<file path="src/rtl/bp_pkg.sv">
// Shared helpers for the branch predictors: saturating counter step,
// weakly-not-taken reset value and the gshare index hash.
package bp_pkg;

  function automatic logic [31:0] sat_next(input logic [31:0] ctr,
                                           input logic        taken,
                                           input int unsigned ctr_w);
    logic [31:0] max_v;
    max_v = (32'd1 << ctr_w) - 32'd1;
    if (taken) begin
      sat_next = (ctr == max_v) ? ctr : ctr + 32'd1;
    end else begin
      sat_next = (ctr == 32'd0) ? ctr : ctr - 32'd1;
    end
  endfunction

  // Largest value whose MSB is still clear; a 1-bit counter gives 0.
  function automatic logic [31:0] weak_nt(input int unsigned ctr_w);
    weak_nt = (32'd1 << (ctr_w - 32'd1)) - 32'd1;
  endfunction

  function automatic logic [31:0] hash_index(input logic [31:0] pc_bits,
                                             input logic [31:0] ghr);
    hash_index = pc_bits ^ ghr;
  endfunction

endpackage

</file>
<file path="src/rtl/gshare_pht.sv">
// Pattern history table: flop array of saturating counters with one
// write-first read port and one read-modify-write update port.
module gshare_pht
  import bp_pkg::*;
#(
  parameter int unsigned INDEX_W = 6,
  parameter int unsigned CTR_W   = 2
) (
  input  logic               clk,
  input  logic               rst_n,
  input  logic [INDEX_W-1:0] rd_index,
  output logic [CTR_W-1:0]   rd_ctr,
  input  logic               wr_en,
  input  logic [INDEX_W-1:0] wr_index,
  input  logic               wr_taken
);

  localparam int unsigned DEPTH = 32'd1 << INDEX_W;
  localparam logic [CTR_W-1:0] INIT_CTR = CTR_W'(weak_nt(CTR_W));

  logic [CTR_W-1:0] pht_r [DEPTH];
  logic [CTR_W-1:0] wr_next_s;

  // Next value of the entry being updated.
  always_comb begin
    wr_next_s = CTR_W'(sat_next(32'(pht_r[wr_index]), wr_taken, CTR_W));
  end

  // Read port; a same-cycle update to the same entry is forwarded.
  always_comb begin
    if (wr_en && (wr_index == rd_index)) begin
      rd_ctr = wr_next_s;
    end else begin
      rd_ctr = pht_r[rd_index];
    end
  end

  // Counter storage.
  always_ff @(posedge clk or negedge rst_n) begin
    if (!rst_n) begin
      for (int i = 0; i < int'(DEPTH); i++) begin
        pht_r[i] <= INIT_CTR;
      end
    end else if (wr_en) begin
      pht_r[wr_index] <= wr_next_s;
    end
  end

endmodule

</file>
<file path="src/rtl/gshare_predictor.sv">
// gshare direction predictor: PC xor global history indexes the PHT,
// registered prediction, non-speculative history and mispredict count.
module gshare_predictor
  import bp_pkg::*;
#(
  parameter int unsigned INDEX_W = 6,
  parameter int unsigned CTR_W   = 2,
  parameter int unsigned HIST_W  = 6,
  parameter int unsigned PC_W    = 32,
  parameter int unsigned CNT_W   = 16
) (
  input  logic               clk,
  input  logic               rst_n,
  input  logic               req_valid,
  input  logic [PC_W-1:0]    req_pc,
  output logic               pred_valid,
  output logic               pred_taken,
  output logic [INDEX_W-1:0] pred_index,
  input  logic               upd_valid,
  input  logic [INDEX_W-1:0] upd_index,
  input  logic               upd_taken,
  input  logic               upd_pred,
  output logic [CNT_W-1:0]   mispredict_cnt
);

  logic [INDEX_W-1:0] ghr_ext_s;
  logic [INDEX_W-1:0] idx_s;
  logic [CTR_W-1:0]   rd_ctr_s;
  logic               pred_valid_r;
  logic               pred_taken_r;
  logic [INDEX_W-1:0] pred_index_r;
  logic [CNT_W-1:0]   mispredict_cnt_r;
  logic               unused_pc_s;

  // Only req_pc[INDEX_W+1:2] feeds the hash.
  assign unused_pc_s = ^req_pc;

  generate
    if (HIST_W == 0) begin : g_bimodal
      assign ghr_ext_s = {INDEX_W{1'b0}};
    end else begin : g_hist
      logic [HIST_W-1:0] ghr_r;

      // Global history, shifted only by resolved branches.
      always_ff @(posedge clk or negedge rst_n) begin
        if (!rst_n) begin
          ghr_r <= {HIST_W{1'b0}};
        end else if (upd_valid) begin
          ghr_r <= HIST_W'({ghr_r, upd_taken});
        end
      end

      assign ghr_ext_s = INDEX_W'(ghr_r);
    end
  endgenerate

  assign idx_s = INDEX_W'(hash_index(32'(req_pc[INDEX_W+1:2]), 32'(ghr_ext_s)));

  gshare_pht #(
    .INDEX_W (INDEX_W),
    .CTR_W   (CTR_W)
  ) u_pht (
    .clk      (clk),
    .rst_n    (rst_n),
    .rd_index (idx_s),
    .rd_ctr   (rd_ctr_s),
    .wr_en    (upd_valid),
    .wr_index (upd_index),
    .wr_taken (upd_taken)
  );

  // Prediction output registers; direction and index hold when idle.
  always_ff @(posedge clk or negedge rst_n) begin
    if (!rst_n) begin
      pred_valid_r <= 1'b0;
      pred_taken_r <= 1'b0;
      pred_index_r <= {INDEX_W{1'b0}};
    end else begin
      pred_valid_r <= req_valid;
      if (req_valid) begin
        pred_taken_r <= rd_ctr_s[CTR_W-1];
        pred_index_r <= idx_s;
      end
    end
  end

  // Saturating mispredict counter.
  always_ff @(posedge clk or negedge rst_n) begin
    if (!rst_n) begin
      mispredict_cnt_r <= {CNT_W{1'b0}};
    end else if (upd_valid && (upd_taken != upd_pred) &&
                 (mispredict_cnt_r != {CNT_W{1'b1}})) begin
      mispredict_cnt_r <= mispredict_cnt_r + {{(CNT_W-1){1'b0}}, 1'b1};
    end
  end

  assign pred_valid     = pred_valid_r;
  assign pred_taken     = pred_taken_r;
  assign pred_index     = pred_index_r;
  assign mispredict_cnt = mispredict_cnt_r;

endmodule

</file>
<file path="config.mk">
export PLATFORM = sky130hd
export DESIGN_NAME = gshare_predictor
export DESIGN_NICKNAME = d
export VERILOG_FILES = /design/src/rtl/bp_pkg.sv /design/src/rtl/gshare_pht.sv /design/src/rtl/gshare_predictor.sv
export SDC_FILE = /design/constraint.sdc
export NUM_CORES = 1
export LEC_CHECK = 0
export CAP_MARGIN = 20
export CORE_MARGIN = 10
export CORE_UTILIZATION = 55
export DETAILED_ROUTE_END_ITERATION = 8
export HOLD_SLACK_MARGIN = 0.15
export MAX_ROUTING_LAYER = met4
export PLACE_DENSITY = 0.81
export SYNTH_ARGS = -nofsm -noshare
export SYNTH_HDL_FRONTEND = slang
export SYNTH_SLANG_ARGS = --single-unit
export TNS_END_PERCENT = 1
</file>
<file path="constraint.sdc">
create_clock -name clk -period 4.3 [get_ports clk]
set_clock_uncertainty 0.2 [all_clocks]
set_input_delay 1.075 -clock clk [delete_from_list [all_inputs] [get_ports clk]]
set_output_delay 1.075 -clock clk [all_outputs]
set_load 0.1 [all_outputs]
</file>
# Word level (Yosys, flattened, before mapping)

Index checks and enable logic that the tools add are counted.

Add/sub/neg operators: 3
$lt $le $gt $ge: 3
Equal/unequal tests: 4
Muxes and demuxes: 13
Bitwise operators: 3
Reduce and logical (&&, ||, !) cells: 5

Operators by type and width:

| operator                                                    | number |
|---|---|
| bitwise mux 128 bit                                         | 1 |
| binary-select mux 2 bit (select 6 bit)                      | 2 |
| two-way mux 2 bit                                           | 9 |
| adder 16 x 1 -> 16 bit (second input constant)              | 1 |
| inequality test 16 bit (second input constant)              | 1 |
| greater-or-equal comparator 7 bit (second input constant)   | 2 |
| inverter 6 -> 7 bit                                         | 2 |
| demux 2 bit (select 6 bit)                                  | 1 |
| less-than comparator 7 x 1 -> 1 bit (second input constant) | 1 |
| == test 6 bit                                               | 1 |
| XOR 6 bit                                                   | 1 |
| logical AND 1 bit                                           | 4 |
| adder 2 x 1 -> 2 bit (second input constant)                | 1 |
| == test 2 bit (second input constant)                       | 1 |
| zero test 2 bit                                             | 1 |
| subtractor 2 x 1 -> 2 bit (second input constant)           | 1 |
| inequality test 1 bit                                       | 1 |

Flip-flop bits (word level): 158
Bits of input ports: 44
Output and inout bits: 24
Word-level logic and storage cells: 100

# Logic depth before layout (Yosys ltp)

Word-level depth: 8
Mapped depth: 12

# Cells and area by module

Synthesis repeated with hierarchy kept, for this count alone.

Cells, all modules: 870
Area, all modules: 9165.0 um2

Modules (own cells, without submodules):

| module           | times used | cells each | area an instance (um2) | seq. area each (um2) |
|---|---|---|---|---|
| gshare_pht       | 1          | 765        | 7777.5                 | 3283.1 |
| gshare_predictor | 1          | 105        | 1387.6                 | 750.7 |

# Worst setup path after synthesis

Ideal clock, no wire load.

Path type: input to register
Start point: input port upd_index[2]
End point: register u_pht.pht_r[35] in the netlist's numbering
Setup time: 0.125 ns
Arrival time: 3.540 ns
Path slack: 0.436 ns
Stages on the path: 12
Path buffers: 4
Cells stage by stage: buf_2 buf_1 mux4_2 mux2i_1 o22ai_1 nor3_1 o211ai_1 o31ai_4 nand2_1 buf_2 buf_2 mux2_2

Cells in the longest elaborated chain, start to end: 8
Elaborated cells between the ends (all ways): 17
Classes of those cells: add/sub (2); order compare (2); eq/ne (1); mux (9); bitwise (1); reduce/logical (2)

RTL lines:

| item                                                 | line                               | text |
|---|---|---|
| start, declared                                      | gshare_predictor.sv:20             | `input logic [INDEX_W-1:0] upd_index,` |
| inverter 6 -> 7 bit (implied by the code) (*)        | gshare_pht.sv:26, gshare_pht.sv:45 |  |
| binary-select mux 2 bit (select 6 bit)               | gshare_pht.sv:26                   | `wr_next_s = CTR_W'(sat_next(32'(pht_r[wr_index]), wr_taken, CTR_W));` |
| two-way mux 2 bit (implied by the code) (2 in a row) | gshare_pht.sv:26                   |  |
| subtractor 2 x 1 -> 2 bit (tied with other cells)    | bp_pkg.sv:13                       | `sat_next = (ctr == 32'd0) ? ctr : ctr - 32'd1;` |
| two-way mux 2 bit (on tied branches)                 | bp_pkg.sv:13, bp_pkg.sv:11         |  |
| two-way mux 2 bit                                    | bp_pkg.sv:10                       | `if (taken) begin` |
| bitwise mux 128 bit (*)                              | gshare_pht.sv:45                   | `pht_r[wr_index] <= wr_next_s;` |
| end signal, assigned by index                        | gshare_pht.sv:45                   |  |
| end, declared                                        | gshare_pht.sv:21                   | `logic [CTR_W-1:0] pht_r [DEPTH];` |

Every way passes the cells marked *; elsewhere a longest branch is shown, timed or not. The select of a mux whose other input is x is not followed.
A chain may end at the register's enable or synchronous reset.

# Worst setup path after layout

Start point: input port upd_index[0]
End point: register u_pht.pht_r[32] in the netlist's numbering

Same word-level chain as after synthesis.

==> impl_metrics.py <==
metrics = {
    "critical_path": {
        "critPathArrivalTime_ns": 4.41,
        "cp_cell_sequence": "clkdlybuf4s50_1 -> mux4_1 -> nand3_1 -> o31ai_1 -> a211o_1 -> or4_4 -> or2_0 -> maj3_2 -> buf_12 -> mux2_2",
        "critical_path_class": "in2reg",
        "slowest_delay_ns": 0.64,
        "cp-start-kind": "input pin",
        "cp_slowest_cell": "clkdlybuf4s50_1",
        "cp.required_ns": 4.47,
        "critPathMaxFanout": 32,
        "critPathCaptureType": "flip-flop",
        "reg2reg_slack_ns": 1.03,
    },
    "cts": {
        "cts.htree.levels": 4,
        "cts_tree": "built",
        "clock-root-buffer": "clkbuf_16",
        "cts_made_buffers": 17,
        "clk_pin_slew_ns": 0.06,
        "insertion_delay_ns": 0.45,
        "clock_sinks": 158,
        "cts_buffer_depth": 2,
    },
    "floorplan": {
        "num_rows": 44,
        "die_area_sq_um": 20500,
        "ios": 68,
        "die_w_um": 143,
        "die_y_um": 143,
        "start_util_pct": 56.7,
        "core-area_sq_um": 14700,
    },
    "layout": {
        "register_area_sq_um": 4030,
        "synthToLayoutAreaGrowth_pct": 18.4,
        "final_util_pct": 67.1,
        "nets": 802,
        "diodes": 0,
        "layoutNonFillerInstCount": 954,
        "multi_input_area_sq_um": 4060,
        "final_layout_size_suffix_gt1_share_pct": 43.4,
        "num-fill-cells": 1044,
        "post-route-cell-area_sq_um": 9860,
    },
    "pwr": {
        "cell_internal_pwr_mw": 3.10,
        "p_switching_mw": 1.61,
        "power_density_nw_per_um2": 478,
        "power_frac_seq_pct": 41.7,
        "pwr-share-clk_pct": 30.9,
        "p_comb_share_pct": 27.4,
        "peakVddDrop_v": 0.000342,
        "p_leak_nw": 4.17,
        "p_sw_share_pct": 34.2,
    },
    "synth": {
        "syn_area_per_cell_sq_um": 12.4,
        "yosys.area.top_type_share_pct": 28.2,
        "synth-compound-area-share_pct": 6.60,
        "yosysSeqAreaShare_pct": 48.4,
        "ys_seq_elements": 158,
        "muxShareOfSynthArea_pct": 28.1,
        "synth_xor_xnor_area_share_pct": 3.37,
        "syn_inst": 673,
        "synth_top_family_by_area": "multiplexers",
        "ys.warnings.count": 0,
        "synthAdderAreaFrac_pct": 0.285,
        "synth_ff_type": "dfrtp_1",
        "synth.cell_area_sq_um": 8330,
        "synthTopCellsByArea": "dfrtp_1 28%, dfstp_2 20%, mux2_2 18%",
        "synth_enable_flop_cells": 0,
        "synth_cell_type_count": 57,
        "async_reset_ff_share_pct": 100,
        "yosys.area_share.simple_pct": 10.2,
        "synth_nets": 718,
        "synth_top_area_cell": "dfrtp_1",
    },
    "placement": {
        "port_buffers": 41,
        "placed_cell_area_sq_um": 9280,
        "post-dp-hpwl_um": 15500,
        "gp_congestion": 0.966,
        "dp.cells": 920,
    },
    "grt": {
        "grt_max_degree": 89,
        "gr-total-overflow": 0,
        "grt_first_pass_wirelength_um": 34600,
        "grt_antenna_before_repair": 0,
        "grt_usage_pct": 22.6,
        "grt_pass1_vias": 6266,
    },
    "sta": {
        "max_slew_margin_pct": 33.9,
        "hold_violations": 0,
        "worst_pin_slew_ns": 0.988,
        "period_minus_slack_ns": 4.25,
        "fin_hold_ws_ns": 0.289,
        "setup_tns_ns": 0,
        "fin_crit_sh_pct": 98.7,
        "rsz0062_at_grt": "false",
        "finalSetupViolCount": 0,
        "max_freq_ghz": 0.236,
        "drv_slew": 0,
    },
    "drt": {
        "drt_pre_antenna_iters": 8,
        "wl_per_cell_um": 22.9,
        "route.detailed.drc": 0,
        "wl_um": 21800,
        "via_per_inst": 6.40,
        "antenna_left": 0,
        "drt-initial-drc-count": 604,
        "vias": 6109,
    },
    "run": {
        "cap_violations": 0,
    },
    "min_path": {
        "hold_path_class": "reg2reg",
    },
    "outcome": {
        "status": "complete, no violations",
    },
}
final timing paths:
check / from / endpoint / depth (start not counted)
hold / removal: mispredict_cnt[10] / mispredict_cnt[10] / 1
setup reg to reg: u_pht.pht_r[107] / u_pht.pht_r[32] / 9
hold reg to reg: mispredict_cnt[10] / mispredict_cnt[10] / 1
max in group asynchronous: rst_n / u_pht.pht_r[118] / 2
setup / recovery: upd_index[0] / u_pht.pht_r[32] / 10
min in group asynchronous: rst_n / u_pht.pht_r[87] / 1
per-stage QoR:
stage	power, mW	setup slack [ns]
3_3_place_gp	3.20	-0.306
6_report	4.71	0.0547
3_5_place_dp	3.26	-0.360
4_1_cts	4.71	0.0754
5_1_grt	4.89	0.0183
2_1_floorplan	2.85	0.436
state kept, by name, indices dropped and copies added (netlist names):
| register | flops |
|---|---|
| pred_index | 6 |
| mispredict_cnt | 16 |
| g_hist.ghr_r | 6 |
| u_pht.pht_r | 128 |
| pred_valid | 1 |
| pred_taken | 1 |
metal layers:
metal / up-vias / GRT usage, % / wire length, um
met5: - / - / 0
met4: 0 / 9.55 / 627
met3: 65 / 5.47 / 1710
met2: 315 / 35.0 / 10500
met1: 3095 / 27.8 / 8950
li1: 2634 / - / -
cell usage in the layout, fill, tap and decap left out, drive strengths merged, types with 3 or more instances in the layout:
master / n
nor3: 8
nand4b: 3
nor3b: 4
xor2: 13
nor2b: 6
nand4: 5
mux4: 31
nand2: 54
clkinv: 5
clkdlybuf4s50: 38
o22ai: 6
a31oi: 18
nand3: 6
nand2b: 4
nor2: 71
a21oi: 12
dfrtp: 94
xnor2: 19
mux2i: 11
inv: 8
and3: 6
buf: 67
o21ai: 5
a211oi: 4
dfstp: 64
clkbuf: 17
mux2: 136
a221oi: 4
a22o: 9
clkinvlp: 4
a22oi: 9
cell families (layout without fill, tap and decap cells):
logic type | after synthesis | in the layout
adder cells (fa/ha/maj) | 2 | 2
XOR/XNOR | 32 | 32
AO/OA/AOI/OAI | 77 | 77
multiplexers | 178 | 178
flip-flops | 158 | 158
AND/OR/NAND/NOR | 183 | 183
buffers and inverters | 43 | 140
what timing repair did:
action                                  CTS  global route
endpoints found under the setup margin    0            50
hold buffers                              0             0
gates resized for setup                   0             1
buffers inserted                          0             2
cell type report:
type / instances / area share [%]
multi-input cells: 472 / 41.2
flip-flops and latches: 158 / 40.9
well taps: 184 / 2.33
inverters: 3 / 0.114
clock inverters: 15 / 1.41
repair buffers: 105 / 9.74
clock buffers: 17 / 4.31
Yosys cell counts, drive strengths merged (5+ instances only):
| master | n |
|---|---|
| a21oi | 12 |
| a22o | 9 |
| a22oi | 9 |
| a31oi | 18 |
| and3 | 6 |
| buf | 26 |
| clkbuf | 14 |
| dfrtp | 94 |
| dfstp | 64 |
| mux2 | 136 |
| mux2i | 11 |
| mux4 | 31 |
| nand2 | 54 |
| nand3 | 6 |
| nand4 | 5 |
| nor2 | 71 |
| nor2b | 6 |
| nor3 | 8 |
| o21ai | 5 |
| o22ai | 6 |
| xnor2 | 19 |
| xor2 | 13 |
critical path: cells and delay by family:
family | cells | cell delay, ns
buffers and inverters | 2 | 0.82
multiplexers | 2 | 0.91
AO/OA/AOI/OAI | 2 | 0.35
adder cells (fa/ha/maj) | 1 | 0.37
AND/OR/NAND/NOR | 3 | 0.86
power by group through the flow:
stage / logic (mW) / registers (mW) / clock network, mW
2_1_floorplan: 0.609 / 2.24 / 0
3_3_place_gp: 1.24 / 1.96 / 0
3_5_place_dp: 1.27 / 1.98 / 0
4_1_cts: 1.28 / 1.96 / 1.46
5_1_grt: 1.37 / 1.99 / 1.53
6_report: 1.29 / 1.97 / 1.45
No activity file was read; power rests on OpenSTA's default activity.
